[config.mk]
export PLATFORM = sky130hd
export DESIGN_NAME = memc_line_copy
export DESIGN_NICKNAME = d
export VERILOG_FILES = /design/src/rtl/memc_line_copy_pkg.sv /design/src/rtl/memc_word_fifo.sv /design/src/rtl/memc_line_copy.sv
export SDC_FILE = /design/constraint.sdc
export NUM_CORES = 1
export LEC_CHECK = 0
export ABC_AREA = 0
export CAP_MARGIN = 20
export CORE_UTILIZATION = 45
export DETAILED_ROUTE_END_ITERATION = 7
export PLACE_DENSITY_LB_ADDON = 0.12
export RECOVER_POWER = 100
export SYNTH_ARGS = -nofsm -noshare
export SYNTH_HDL_FRONTEND = slang
export SYNTH_SLANG_ARGS = --single-unit
[constraint.sdc]
create_clock -name clk_i -period 5.6 [get_ports clk_i]
set_input_delay 1.12 -clock clk_i [delete_from_list [all_inputs] [get_ports clk_i]]
set_output_delay 1.12 -clock clk_i [all_outputs]
set_load 0.01 [all_outputs]
[src/rtl/memc_line_copy_pkg.sv]
`default_nettype none
// +----------------------------------------------------------------------------+
// | Module      : memc_line_copy_pkg                                           |
// | Description : Shared types and constants for the cache line-copy engine.   |
// |               State encoding, default line length, FIFO occupancy helper.  |
// | Ports       : none (package)                                               |
// | Revision    : 1.0 - initial release                                        |
// +----------------------------------------------------------------------------+
package memc_line_copy_pkg;

   typedef enum logic [1:0] {
      MLC_IDLE = 2'd0,
      MLC_WB   = 2'd1,
      MLC_FILL = 2'd2
   } MemCLineState;

   localparam int MEMC_LINE_WORDS = 4;

   // Occupancy of the 2-entry word FIFO, rebuilt from its full/empty flags.
   function automatic logic [1:0] fifo_occupancy(input logic full, input logic empty);
      if (full)       return 2'd2;
      else if (empty) return 2'd0;
      else            return 2'd1;
   endfunction

endpackage
`default_nettype wire

[src/rtl/memc_word_fifo.sv]
`default_nettype none
// +----------------------------------------------------------------------------+
// | Module      : memc_word_fifo                                               |
// | Description : 2-entry, 32-bit word FIFO. Simultaneous push and pop are     |
// |               allowed while not full; head is visible combinationally.     |
// | Ports       : clk_i, rst_n_i  - clock, async active-low reset              |
// |               push_i, wdata_i - write a word (ignored when full)           |
// |               pop_i           - drop the head word (ignored when empty)    |
// |               rdata_o         - head word                                  |
// |               full_o, empty_o - occupancy flags                            |
// | Revision    : 1.0 - initial release                                        |
// +----------------------------------------------------------------------------+
module memc_word_fifo (
   input  logic        clk_i,
   input  logic        rst_n_i,
   input  logic        push_i,
   input  logic        pop_i,
   input  logic [31:0] wdata_i,
   output logic [31:0] rdata_o,
   output logic        full_o,
   output logic        empty_o
);

   logic [31:0] mem_q [2];
   logic        wr_ptr_q;
   logic        rd_ptr_q;
   logic [1:0]  count_q;
   logic        do_push;
   logic        do_pop;

   assign full_o  = (count_q == 2'd2);
   assign empty_o = (count_q == 2'd0);
   assign rdata_o = mem_q[rd_ptr_q];
   assign do_push = push_i && !full_o;
   assign do_pop  = pop_i && !empty_o;

   always_ff @(posedge clk_i or negedge rst_n_i) begin
      if (!rst_n_i) begin
         mem_q[0] <= 32'd0;
         mem_q[1] <= 32'd0;
         wr_ptr_q <= 1'b0;
         rd_ptr_q <= 1'b0;
         count_q  <= 2'd0;
      end else begin
         if (do_push) begin
            mem_q[wr_ptr_q] <= wdata_i;
            wr_ptr_q        <= ~wr_ptr_q;
         end
         if (do_pop) begin
            rd_ptr_q <= ~rd_ptr_q;
         end
         count_q <= count_q + {1'b0, do_push} - {1'b0, do_pop};
      end
   end

endmodule
`default_nettype wire

[src/rtl/memc_line_copy.sv]
`default_nettype none
// +----------------------------------------------------------------------------+
// | Module      : memc_line_copy                                               |
// | Description : Moves one cache line of LINE_WORDS 32-bit words between a    |
// |               cache SRAM and external memory. we=1 writeback (cache to     |
// |               external), we=0 fill (external to cache).                    |
// | Ports       : clk_i, rst_n_i     - clock, async active-low reset           |
// |               memc_*_i / memc_*_o - command in, progress/busy out          |
// |               ext_*              - external memory host port (word addr)   |
// |               sram_*             - cache SRAM port (1-cycle read latency)  |
// | Revision    : 1.0 - initial release                                        |
// +----------------------------------------------------------------------------+
module memc_line_copy
   import memc_line_copy_pkg::*;
#(
   parameter int LINE_WORDS = MEMC_LINE_WORDS
) (
   input  logic        clk_i,
   input  logic        rst_n_i,
   input  logic        memc_ce_i,
   input  logic        memc_we_i,
   input  logic        memc_cache_id_i,
   input  logic [9:0]  memc_sram_addr_i,
   input  logic [29:0] memc_ext_addr_i,
   output logic [9:0]  memc_progress_o,
   output logic        memc_busy_o,
   output logic        ext_re_o,
   output logic [29:0] ext_raddr_o,
   input  logic [31:0] ext_rdata_i,
   input  logic        ext_rbusy_i,
   output logic        ext_we_o,
   output logic [29:0] ext_waddr_o,
   output logic [31:0] ext_wdata_o,
   output logic [3:0]  ext_wmask_o,
   input  logic        ext_wbusy_i,
   output logic        sram_ce_o,
   output logic        sram_we_o,
   output logic        sram_id_o,
   output logic [9:0]  sram_addr_o,
   output logic [31:0] sram_wdata_o,
   input  logic [31:0] sram_rdata_i
);

   localparam logic [9:0] LW = 10'(LINE_WORDS);

   MemCLineState state_q, state_d;
   logic        busy_q, busy_d;
   logic [9:0]  progress_q, progress_d;
   logic [9:0]  issue_q, issue_d;
   logic [1:0]  inflight_q, inflight_d;
   logic        fill_pend_q, fill_pend_d;
   logic        cache_id_q, cache_id_d;
   logic [9:0]  sram_base_q, sram_base_d;
   logic [29:0] ext_base_q, ext_base_d;

   logic        fifo_push, fifo_pop, fifo_full, fifo_empty;
   logic [31:0] fifo_rdata;
   logic [2:0]  wb_pending;
   logic        wr_acc;

   memc_word_fifo u_fifo (
      .clk_i   (clk_i),
      .rst_n_i (rst_n_i),
      .push_i  (fifo_push),
      .pop_i   (fifo_pop),
      .wdata_i (sram_rdata_i),
      .rdata_o (fifo_rdata),
      .full_o  (fifo_full),
      .empty_o (fifo_empty)
   );

   // Words buffered plus SRAM reads whose data lands this cycle.
   assign wb_pending = {1'b0, fifo_occupancy(fifo_full, fifo_empty)} + {1'b0, inflight_q};

   always_comb begin
      state_d      = state_q;
      busy_d       = busy_q;
      progress_d   = progress_q;
      issue_d      = issue_q;
      inflight_d   = 2'd0;
      fill_pend_d  = 1'b0;
      cache_id_d   = cache_id_q;
      sram_base_d  = sram_base_q;
      ext_base_d   = ext_base_q;
      fifo_push    = 1'b0;
      fifo_pop     = 1'b0;
      wr_acc       = 1'b0;
      sram_ce_o    = 1'b0;
      sram_we_o    = 1'b0;
      sram_id_o    = 1'b0;
      sram_addr_o  = 10'd0;
      sram_wdata_o = 32'd0;
      ext_re_o     = 1'b0;
      ext_raddr_o  = 30'd0;
      ext_we_o     = 1'b0;
      ext_waddr_o  = 30'd0;
      ext_wdata_o  = 32'd0;
      ext_wmask_o  = 4'd0;

      unique case (state_q)
         MLC_IDLE: begin
            if (memc_ce_i) begin
               cache_id_d  = memc_cache_id_i;
               sram_base_d = memc_sram_addr_i;
               ext_base_d  = memc_ext_addr_i;
               progress_d  = 10'd0;
               issue_d     = 10'd0;
               busy_d      = 1'b1;
               state_d     = memc_we_i ? MLC_WB : MLC_FILL;
            end
         end

         MLC_WB: begin
            if ((issue_q < LW) && (wb_pending < 3'd2)) begin
               sram_ce_o   = 1'b1;
               sram_id_o   = cache_id_q;
               sram_addr_o = sram_base_q + issue_q;
               issue_d     = issue_q + 10'd1;
               inflight_d  = 2'd1;
            end
            // Arriving SRAM data bypasses the empty FIFO so the first write
            // goes out the cycle after the first read.
            if (!fifo_empty || (inflight_q != 2'd0)) begin
               ext_we_o    = 1'b1;
               ext_waddr_o = ext_base_q + {20'd0, progress_q};
               ext_wdata_o = fifo_empty ? sram_rdata_i : fifo_rdata;
               ext_wmask_o = 4'hF;
            end
            wr_acc    = ext_we_o && !ext_wbusy_i;
            fifo_push = (inflight_q != 2'd0) && !(fifo_empty && wr_acc);
            fifo_pop  = !fifo_empty && wr_acc;
            if (wr_acc) begin
               progress_d = progress_q + 10'd1;
               if (progress_q == LW - 10'd1) begin
                  state_d = MLC_IDLE;
                  busy_d  = 1'b0;
               end
            end
         end

         MLC_FILL: begin
            if (issue_q < LW) begin
               ext_re_o    = 1'b1;
               ext_raddr_o = ext_base_q + {20'd0, issue_q};
               if (!ext_rbusy_i) begin
                  issue_d     = issue_q + 10'd1;
                  fill_pend_d = 1'b1;
               end
            end
            // Read data from the previous cycle's accepted request.
            if (fill_pend_q) begin
               sram_ce_o    = 1'b1;
               sram_we_o    = 1'b1;
               sram_id_o    = cache_id_q;
               sram_addr_o  = sram_base_q + progress_q;
               sram_wdata_o = ext_rdata_i;
               progress_d   = progress_q + 10'd1;
               if (progress_q == LW - 10'd1) begin
                  state_d = MLC_IDLE;
                  busy_d  = 1'b0;
               end
            end
         end

         default: begin
            state_d = MLC_IDLE;
            busy_d  = 1'b0;
         end
      endcase
   end

   always_ff @(posedge clk_i or negedge rst_n_i) begin
      if (!rst_n_i) begin
         state_q     <= MLC_IDLE;
         busy_q      <= 1'b0;
         progress_q  <= 10'd0;
         issue_q     <= 10'd0;
         inflight_q  <= 2'd0;
         fill_pend_q <= 1'b0;
         cache_id_q  <= 1'b0;
         sram_base_q <= 10'd0;
         ext_base_q  <= 30'd0;
      end else begin
         state_q     <= state_d;
         busy_q      <= busy_d;
         progress_q  <= progress_d;
         issue_q     <= issue_d;
         inflight_q  <= inflight_d;
         fill_pend_q <= fill_pend_d;
         cache_id_q  <= cache_id_d;
         sram_base_q <= sram_base_d;
         ext_base_q  <= ext_base_d;
      end
   end

   assign memc_busy_o     = busy_q;
   assign memc_progress_o = progress_q;

endmodule
`default_nettype wire

; ---- After elaboration in Yosys (flattened, before gate mapping)
; Index checks and enable logic that the tools add are counted.
[totals]
rom_bits = 0
latchBits = 0
elab_cells = 123
n_memories = 0
inputBits = 111
mem_bits_rw = 0
out_inout_bits = 154
register_bits = 135
[op_classes]
mux = 60
multipliers = 0
shifts = 0
order_cmp = 5
bitwise_logic = 4
reduce_logical = 21
n_addsub = 9
eq_ne = 10
div_mod_pow = 0
[ops]
columns = operator, count
row1 = $mux 32, 9
row2 = $mux 30, 4
row3 = $mux 10, 8
row4 = $bwmux 64, 1
row5 = $add 30x10->30, 2
row6 = $pmux 10 s3, 2
row7 = $demux 32 s1, 1
row8 = $mux 1, 22
row9 = $add 10x1->10 const B, 2
row10 = $add 10x10->10, 2
row11 = $pmux 10 s2, 1
row12 = $mux 2, 6
row13 = $ne 2x2->1 const B, 6
row14 = $eq 10x2->1 const B, 1
row15 = $lt 10x3->1 const B, 1
row16 = $logic_and 1x1->1, 8
row17 = $mux 4, 2
row18 = $pmux 2 s3, 1
row19 = $reduce_and 5->1, 1
row20 = $eq 2x2->1 const B, 2
row21 = $ge 2x2->1 const B, 2
row22 = $logic_not 1->1, 4
row23 = $logic_not 2->1, 2
row24 = $not 1->2, 2
row25 = 15 further kinds, 17

; ---- Logic depth before layout (Yosys ltp)
; Gate-level depths: netlist of the first run.
[depth]
word_depth = 13
mapped_depth = 9
depth_no_buf = 9

; ---- Modules after synthesis
; Synthesis of the first run repeated with hierarchy kept, for this count alone.
[unflattened]
cells_unflattened = 972
area_unflattened_um2 = 9640.5
[by_module_without_submodules]
columns = mod, instances, cells_each, area_each_um2
row1 = memc_line_copy, 1, 783, 6426.2
row2 = memc_word_fifo, 1, 189, 3214.3

; ---- Least setup slack after synthesis of the first run
; Ideal clock, no wire load.
[synth_path]
path_type = reg-to-output
start = register progress_q[1] (netlist: memc_progress_o[1])
end = output port ext_waddr_o[29]
n_path_buf = 1
path_slack_ns = 1.970
path_stages_with_launch = 9
t_required_ns = 4.480
t_arrival_ns = 2.510
cell_sequence = dfrtp_1 > ha_1 > a211oi_1 > nor2_1 > o311ai_0 > a21o_1 > clkbuf_1 > o21ai_0 > a21oi_1
[synth_via]
elab_chain_len = 3
[synth_lines]
columns = element, line_no
row1 = from (decl), memc_line_copy.sv:48  ; logic [9:0] progress_q, progress_d;
row2 = from (signal assigned), memc_line_copy.sv:186  ; progress_q <= progress_d;
row3 = $add 30x10->30, memc_line_copy.sv:125  ; ext_waddr_o = ext_base_q + {20'd0, progress_q};
row4 = $mux 30, memc_line_copy.sv:123  ; if (!fifo_empty || (inflight_q != 2'd0)) begin
row5 = $mux 30, memc_line_copy.sv:100  ; unique case (state_q)
row6 = to (decl), memc_line_copy.sv:32  ; output logic [29:0] ext_waddr_o,
; Every way passes these cells.

; ---- Worst setup path in the final report of the first run
[layout_path]
start = register issue_q[6]
end = output port ext_raddr_o[27]
[layout_via]
elab_chain_len = 3
elab_cells_between_ends = 4
classes_between = 1 x add/sub / 1 x order compare / 2 x mux
[layout_lines]
columns = element, line_no
row1 = from (decl), memc_line_copy.sv:49  ; logic [9:0] issue_q, issue_d;
row2 = from (signal assigned), memc_line_copy.sv:187  ; issue_q <= issue_d;
row3 = $add 30x10->30 or $lt 10x3->1 (tied branches), "memc_line_copy.sv:144, memc_line_copy.sv:142"
row4 = $mux 30 *, memc_line_copy.sv:142  ; if (issue_q < LW) begin
row5 = $mux 30 *, memc_line_copy.sv:100
row6 = to (decl), memc_line_copy.sv:28  ; output logic [29:0] ext_raddr_o,
; Mark *: on every way between the ends. The rest lies on a longest branch, timed or not.

==> results of run 1 <==
-- synth_stat cells, types with 8 or more instances --
library cell / number / area [um^2]
sky130_fd_sc_hd__nand2_1: 43 / 161
sky130_fd_sc_hd__nand3_1: 17 / 85.1
sky130_fd_sc_hd__xor2_1: 22 / 193
sky130_fd_sc_hd__and3_1: 41 / 257
sky130_fd_sc_hd__o21ai_0: 52 / 260
sky130_fd_sc_hd__nand2b_1: 11 / 68.8
sky130_fd_sc_hd__a31oi_1: 29 / 181
sky130_fd_sc_hd__clkbuf_1: 40 / 150
sky130_fd_sc_hd__xnor2_1: 27 / 236
sky130_fd_sc_hd__a211oi_1: 16 / 120
sky130_fd_sc_hd__inv_1: 21 / 78.8
sky130_fd_sc_hd__a21oi_1: 41 / 205
sky130_fd_sc_hd__mux2_2: 107 / 1200
sky130_fd_sc_hd__dfrtp_1: 134 / 3350
sky130_fd_sc_hd__a21o_1: 14 / 105
sky130_fd_sc_hd__nor2_1: 125 / 469
sky130_fd_sc_hd__ha_1: 46 / 576
sky130_fd_sc_hd__nor3_1: 20 / 100
sky130_fd_sc_hd__o21a_1: 8 / 60.1
sky130_fd_sc_hd__o31ai_1: 8 / 60.1
sky130_fd_sc_hd__nor2b_1: 10 / 62.6
sky130_fd_sc_hd__or3_1: 22 / 138
sky130_fd_sc_hd__mux2i_1: 33 / 330
sky130_fd_sc_hd__buf_1: 9 / 33.8
-- registers in the layout, summed over array words and instances (netlist names) --
signal	count
u_fifo.mem_q	64
ext_base_q	30
issue_q	10
memc_progress_o	10
sram_base_q	10
state_q	2
u_fifo.count_q	2
cache_id_q	1
fill_pend_q	1
inflight_q	1
memc_busy_o	1
u_fifo.rd_ptr_q	1
u_fifo.wr_ptr_q	1
-- kinds of logic after synthesis --
group / share of synthesized area [%]
flip-flops: 36.4
multiplexers: 16.7
buffers and inverters: 3.42
AO/OA/AOI/OAI: 15.2
adder cells (fa/ha/maj): 7.12
AND/OR/NAND/NOR: 16.5
XOR/XNOR: 4.66
-- metrics by stage --
step	instances	hold WS [ns]
2_1_floorplan	984	0.468
3_3_place_gp	1469	0.487
3_5_place_dp	1469	0.494
4_1_cts	1501	0.510
5_1_grt	1504	0.518
6_report	1505	0.492
-- report_power, final --
part / internal, W / total, W / switching (W)
Combinational: 0.00132 / 0.00268 / 0.00136
Clock: 0.000687 / 0.00120 / 0.000516
Sequential: 0.00132 / 0.00174 / 0.000422
Total: 0.00333 / 0.00562 / 0.00230
-- routing by layer --
metal / GRT usage [%] / vias up / routed length [um]
li1: - / 4053 / -
met1: 33.7 / 3990 / 11900
met2: 42.4 / 228 / 12900
met3: 5.75 / 39 / 1400
met4: 8.21 / 2 / 540
met5: 0 / - / 11
-- worst register-to-register path, cell delays in order (launching register included) --
cell and delay [ns]:
sky130_fd_sc_hd__dfrtp_1 0.41, sky130_fd_sc_hd__inv_1 0.09, sky130_fd_sc_hd__ha_1 0.27, sky130_fd_sc_hd__o211ai_1 0.19
sky130_fd_sc_hd__nor2_1 2.19, sky130_fd_sc_hd__mux2_2 0.50
-- layout by cell type, fill, tap and decap left out, types with 4 or more instances in the layout --
cell,count
sky130_fd_sc_hd__a22oi_1,4
sky130_fd_sc_hd__fa_1,4
sky130_fd_sc_hd__xnor2_1,27
sky130_fd_sc_hd__a211oi_1,16
sky130_fd_sc_hd__a21oi_1,41
sky130_fd_sc_hd__or3_1,22
sky130_fd_sc_hd__and3_1,41
sky130_fd_sc_hd__clkbuf_1,5
sky130_fd_sc_hd__o211ai_1,6
sky130_fd_sc_hd__o22ai_1,7
sky130_fd_sc_hd__ha_1,46
sky130_fd_sc_hd__o31ai_1,8
sky130_fd_sc_hd__dfrtp_1,134
sky130_fd_sc_hd__o21a_1,8
sky130_fd_sc_hd__dlygate4sd3_1,143
sky130_fd_sc_hd__buf_4,4
sky130_fd_sc_hd__xor2_1,22
sky130_fd_sc_hd__or2_2,6
sky130_fd_sc_hd__clkbuf_16,17
sky130_fd_sc_hd__o21ai_0,53
sky130_fd_sc_hd__nand2b_1,11
sky130_fd_sc_hd__a21o_1,14
sky130_fd_sc_hd__a21boi_0,4
sky130_fd_sc_hd__clkdlybuf4s50_1,120
sky130_fd_sc_hd__mux2_2,106
sky130_fd_sc_hd__nor2_1,124
sky130_fd_sc_hd__inv_8,6
sky130_fd_sc_hd__a211o_1,5
sky130_fd_sc_hd__nor2b_1,10
sky130_fd_sc_hd__nand2_1,43
sky130_fd_sc_hd__a31oi_1,29
sky130_fd_sc_hd__inv_1,22
sky130_fd_sc_hd__nand4_1,5
sky130_fd_sc_hd__nor3_1,20
sky130_fd_sc_hd__nand3_1,17
sky130_fd_sc_hd__mux2i_1,33
-- final cells by class --
class	instances	area, um^2	area share, %
Multi-Input combinational cell	772	5560	43.8
Antenna cell	3	7.51	0.0592
Inverter	24	90.1	0.710
Clock buffer	17	425	3.35
Tap cell	265	332	2.61
Sequential cell	134	3350	26.4
Timing Repair Buffer	275	2720	21.4
Clock inverter	15	204	1.61
-- how the worst max path moves through the flow --
stage | cells past startpoint | from | endpoint | slack [ns]
finish | 8 | issue_q[6] | ext_raddr_o[27] | 0.57
global route | 8 | issue_q[6] | ext_raddr_o[19] | 0.28
CTS | 10 | memc_progress_o[0] | ext_waddr_o[28] | 0.79
detailed placement | 10 | memc_progress_o[0] | ext_waddr_o[28] | 1.29
global placement | 10 | issue_q[0] | ext_raddr_o[18] | 1.36
floorplan | 8 | memc_progress_o[1] | ext_waddr_o[29] | 1.97
==> impl_summary.md, run 1 <==
Worst setup path
In this run the worst path has a maximum fanout of 20. The top cell family by delay on the critical path is compound AO/OA/AOI/OAI gates. The worst reg-to-reg setup slack is 1.85 ns. The endpoint required time on the critical path is 4.48 ns. The cell with the largest stage delay on the worst path is sky130_fd_sc_hd__dlygate4sd3_1. In this design, the stage delay of the slowest critical-path cell is 0.65 ns.

The buffer and inverter count on the worst path is 2. The count of cells along the worst register-to-register path is 5. By startpoint and endpoint, the worst setup path is classified as reg2out. Traced cell by cell, the critical path runs through ha_1 > a2111oi_0 > a211oi_1 > o41ai_2 > clkbuf_1 > o21ai_0 > a21oi_1 > dlygate4sd3_1.

The kind of start point of the critical path is a register. At the worst endpoint, the arrival time is 3.91 ns. The type of element capturing the critical path is an output pin. The startpoint of the most critical register-to-register path is state_q[1].

In this run the critical register-to-register path is captured at u_fifo.mem_q[63].

Timing
The maximum operating frequency is 0.199 GHz. The number of pins exceeding their max-slew limit in the final report is 230. The worst setup margin is 0.569 ns. At the pin with the least slew margin, the transition time is 2.93 ns. The headroom to the max-slew limit is -96.4%. The final setup violation count is 0.

Counting I/O delays and the setup requirement, the final critical path takes 5.03 ns. For the final routed database, the setup TNS stands at 0 ns. The final period utilization is 89.8%. Setup repair after global routing left no endpoint under its margin.

The number of endpoints with negative hold slack in the final report is 0. The clock tree skew after final layout is 0.0125 ns.

Die
The standard cell core area is 19800 um^2. The initial core utilization is 46.6%. The overall die height is 145 um.

The number of core rows is 51. The horizontal extent of the die is 145 um. 265 I/O pins were placed.

The area of the die is 21000 um^2.

Logic synthesis
The number of flops mapped to enable cells by yosys is 0. Synthesis handed over a netlist of 984 instances. When the netlist entered floorplanning its net count stood at 1145.

The sequential area share after synthesis is 36.4%. The total of flip-flops plus latches after synthesis is 134. The number of warnings reported in the yosys synthesis log is 0. The fraction of registers with async set or reset after synthesis is 100%. After synthesis, the netlist uses 61 different library cells. Dividing the synthesized area by the synthesized cell count gives 9.36 um^2.

The main flop type after synthesis is sky130_fd_sc_hd__dfrtp_1. The mapped cell area is 9210 um^2.

Clocking
The number of clock buffers added by TritonCTS is 17. No sink is reached through more buffers than the 2 on the longest clock path. The clock insertion delay at the later pin of the skew report is 0.43 ns. The H-tree depth is 4. The clock tree from TritonCTS is built. Clock-pin slew was measured on the worst setup and hold paths at 0.07 ns.

CTS saw 134 sinks. The hold-fix buffer count after cts is 0. After clock tree synthesis, the setup repair step added 0 buffers. In this run, post-CTS repair resized a total of 0 instances. The root buffer cell is sky130_fd_sc_hd__clkbuf_16.

Drt
In this run the remaining antenna-violating nets after routing total 0. In the final routed layout, each cell accounts on average for 17.7 um. The post-detailed-route via-to-cell ratio is 5.52. The first-pass iteration count of the detailed router is 5.

The first-iteration detailed-routing DRC count is 446. The detailed-route DRC error count is 0. The final route contains 8312 vias.

The total routed wirelength is 26700 um.

Pwr
The analysis attributes to cell leakage a power of 6.00 nW. In this run the power density over the cells is 443 nW/um^2. The worst-case IR drop observed on VDD is 247 uV.

The total power is 0.00562 W.

Hold path
Along the worst hold path, the cell count comes to 1. The tightest min-delay check is of the reg2reg type. The startpoint of the tightest hold check path is u_fifo.mem_q[37]. The worst hold path endpoint is u_fifo.mem_q[37].

Global route
The combined global-route utilization of all metal layers is 25.8%. The pin count of the biggest net entering global routing is 91. The overflow left after global routing is 0.

The number of antenna violations at the first check in global routing came to 4. The number of global-route vias before repair is 8094. The global-route wire length before repair is 43600 um.

Layout
The number of nets in the layout is 1385. The area growth from synthesis to layout is 37.7%. The core occupancy in the finished layout is 64.1%. The share of post-route cells with drive strength above 1 is 12.5%. The final-layout fill cell count is 1698.

After routing the design area is 12700 um^2.

Place
The placed instance area is 12100 um^2. Routability-driven placement finished with a final weighted congestion of 0.886. The detailed placement HPWL is 19100 um.

At the placement stage, the worst setup path has a slack of 1.29 ns. The count of port buffers added during placement is 264.

Outcome
The run finished, with violations left. The final reports fail on capacitance limit, slew limit.

Job
The tool flagged a number of max-cap violations equal to 5.
Note: power is estimated with default switching activity, not from simulation.
==> run 2, diff against run 1 <==
- RECOVER_POWER: 100 -> 25
- SKIP_LAST_GASP: unset -> 1
==> impl_summary.md, run 2 (synthesis results as in run 1) <==
Outcome
The run finished, with violations left. The checks that failed: capacitance limit, slew limit.

Timing
The worst hold margin is 0.508 ns. The final period utilization is 86.0%. Setup repair after global routing left no endpoint under its margin.

The final-layout setup total negative slack is 0 ns. The clock tree skew after final layout is 0.0124 ns. The post-route minimum period is 4.82 ns. The final setup violation count is 0. For the pin with the worst max-slew slack, the measured transition is 2.34 ns. The maximum operating frequency is 0.208 GHz. The number of pins exceeding their max-slew limit in the final report is 121.

The number of endpoints with negative hold slack in the final report was 0. The headroom to the max-slew limit is -56.1%.

Layout
The core occupancy in the finished layout is 64.3%. The largest registers in the layout are u_fifo.mem_q x64, ext_base_q x30. The share of post-route cells with drive strength above 1 is 13.3%. The register with the most flip-flops is u_fifo.mem_q. The layout overhead on the synthesized area is 38.0%. In the layout the commonest cells are sky130_fd_sc_hd__clkdlybuf4s50_1, sky130_fd_sc_hd__dfrtp_1, sky130_fd_sc_hd__nor2_1.

With fillers left out, the area of the finished cells amounts to 12700 um^2. For this run, the post-layout net count is 1385. The register with the most flip-flops in the layout has 64 of them. The library cell used most frequently in the layout, excluding fill and tap cells, is sky130_fd_sc_hd__clkdlybuf4s50_1.

Worst setup path
The kind of start point of the critical path is a register. In this run the worst path has a maximum fanout of 27. The type of element capturing the critical path is an output pin. By startpoint and endpoint, the worst setup path is classified as reg2out. STA puts the critical path data required time at 4.48 ns. The worst register-to-register path begins at state_q[1].

The worst endpoint data arrival time is 3.70 ns. The critical path launch point is state_q[1].

Global route
The pin count of the biggest net entering global routing is 91. The number of global-route vias before repair is 8094. The overflow left after global routing is 0.

The first global-routing pass estimated 43600 um of wire. The number of antenna violations at the first check in global routing is 4. Global routing used 25.8% of the available tracks across all layers.

Clocking
The clock insertion delay at the later pin of the skew report is 0.43 ns. Clock tree synthesis found a total of 134 sinks. The clock-pin slew on the worst setup and hold paths is 0.06 ns. The cell sitting at the root of the clock tree is a sky130_fd_sc_hd__clkbuf_16. The H-tree depth is 4.

The buffer depth of the longest clock path is 2. Post-CTS repair changed the size of 0 cells. The hold-fix buffer count after cts is 0. TritonCTS built the clock tree. Buffers inserted during clock tree synthesis total 17. Post-CTS timing repair inserted 0 buffers for setup.

Drt
After detailed routing, the number of vias per cell comes to 5.51. For this run, the detailed router's first-pass iteration total came to 5. The total routed wirelength is 26800 um. Dividing the detail-routed wire length by the instance count gives 17.8 um.

The first-iteration detailed-routing DRC count is 465. The total number of vias is 8290. For this run, design rule violations remaining after detail routing come to 0.

In this run the remaining antenna-violating nets after routing total 0.

Die
The floorplan step set the die height to 145 um. Pin placement for this block handled 265 I/O pins. The die covers 21000 um^2. Once the floorplan was initialized, standard cells occupied 46.6% of the core. The number of core rows is 51. The horizontal extent of the die is 145 um. The region available for standard cell placement spans 19800 um^2.

Hold path
In this run the most critical hold path is launched from u_fifo.mem_q[43]. The worst min-delay path category is reg2reg.

Pwr
The share of total power dissipated in sequential elements is 30.6%. The internal power of the cells totals 0.00339 W. Dividing total power by cell area gives a power density of 448 nW/um^2. The total power is 0.00570 W.

In this run switching power makes up 40.6% of total power. The proportion of power drawn by the clock network is 21.1%. The peak supply drop is 247 uV. Summed over all nets, the switching power comes to 0.00231 W.

The reported leakage power is 5.54 nW. The relative contribution of combinational cells to total power is 48.3%.

Place
The placed instance area is 12100 um^2. The count of buffers added on input and output ports is 264. The detailed placement HPWL is 19100 um. Routability-driven placement finished with a final weighted congestion of 0.886.

Job
The number of max-capacitance violations reported is 2.
-- run 2: cell count changes in the layout (fill, tap and decap cells not counted), sizes merged --
cell           change
clkdlybuf4s50    +142
buf                +3
dlygate4sd3      -142
clkbuf             -3
-- run 2: cell type report --
cell class              instances  area, um^2
fillers                      1693        7070
well taps                     265         332
clock buffers                  17         425
diodes                          3        7.51
clock inverters                15         204
repair buffers                275        2730
multi-input cells             772        5570
flip-flops and latches        134        3350
inverters                      24        90.1
-- run 2: power groups by stage --
stage | logic (W) | registers, W | clock network (W)
floorplan | 0.00189 | 0.00156 | 0
global placement | 0.00269 | 0.00174 | 0
detailed placement | 0.00272 | 0.00175 | 0
CTS | 0.00274 | 0.00174 | 0.00122
global route | 0.00302 | 0.00181 | 0.00127
finish | 0.00275 | 0.00175 | 0.00120
-- run 2: worst max-delay path: stages, from the launching register on --
cell                              delay [ns]
sky130_fd_sc_hd__dfrtp_1                0.41
sky130_fd_sc_hd__inv_1                  0.10
sky130_fd_sc_hd__ha_1                   0.29
sky130_fd_sc_hd__clkinv_1               0.09
sky130_fd_sc_hd__clkbuf_1               0.56
sky130_fd_sc_hd__or2_2                  0.55
sky130_fd_sc_hd__inv_2                  0.13
sky130_fd_sc_hd__nand2_1                0.14
sky130_fd_sc_hd__a2111o_1               0.34
sky130_fd_sc_hd__o22ai_1                0.11
sky130_fd_sc_hd__clkdlybuf4s50_1        0.55
-- run 2: metrics by stage --
step | instances | setup WS (ns)
2_1_floorplan | 984 | 1.97
3_3_place_gp | 1469 | 1.36
3_5_place_dp | 1469 | 1.29
4_1_cts | 1501 | 0.786
5_1_grt | 1504 | 0.505
6_report | 1505 | 0.783
-- run 2: final timing paths --
kind	endpoint	slack, ns	depth (start not counted)
worst max-delay path	sram_addr_o[9]	0.78	10
min in group asynchronous	memc_progress_o[5]	1.37	1
max in group asynchronous	u_fifo.mem_q[20]	2.10	2
worst min register to register	u_fifo.mem_q[43]	0.51	1
worst max register to register	u_fifo.count_q[1]	2.56	10
worst min-delay path	u_fifo.mem_q[43]	0.51	1
-- run 2: layer usage --
layer	vias up	GRT usage [%]	share of wire, %
li1	4056	-	-
met1	3976	33.7	45
met2	220	42.4	48
met3	36	5.75	5.2
met4	2	8.21	1.9
met5	-	0	0.049
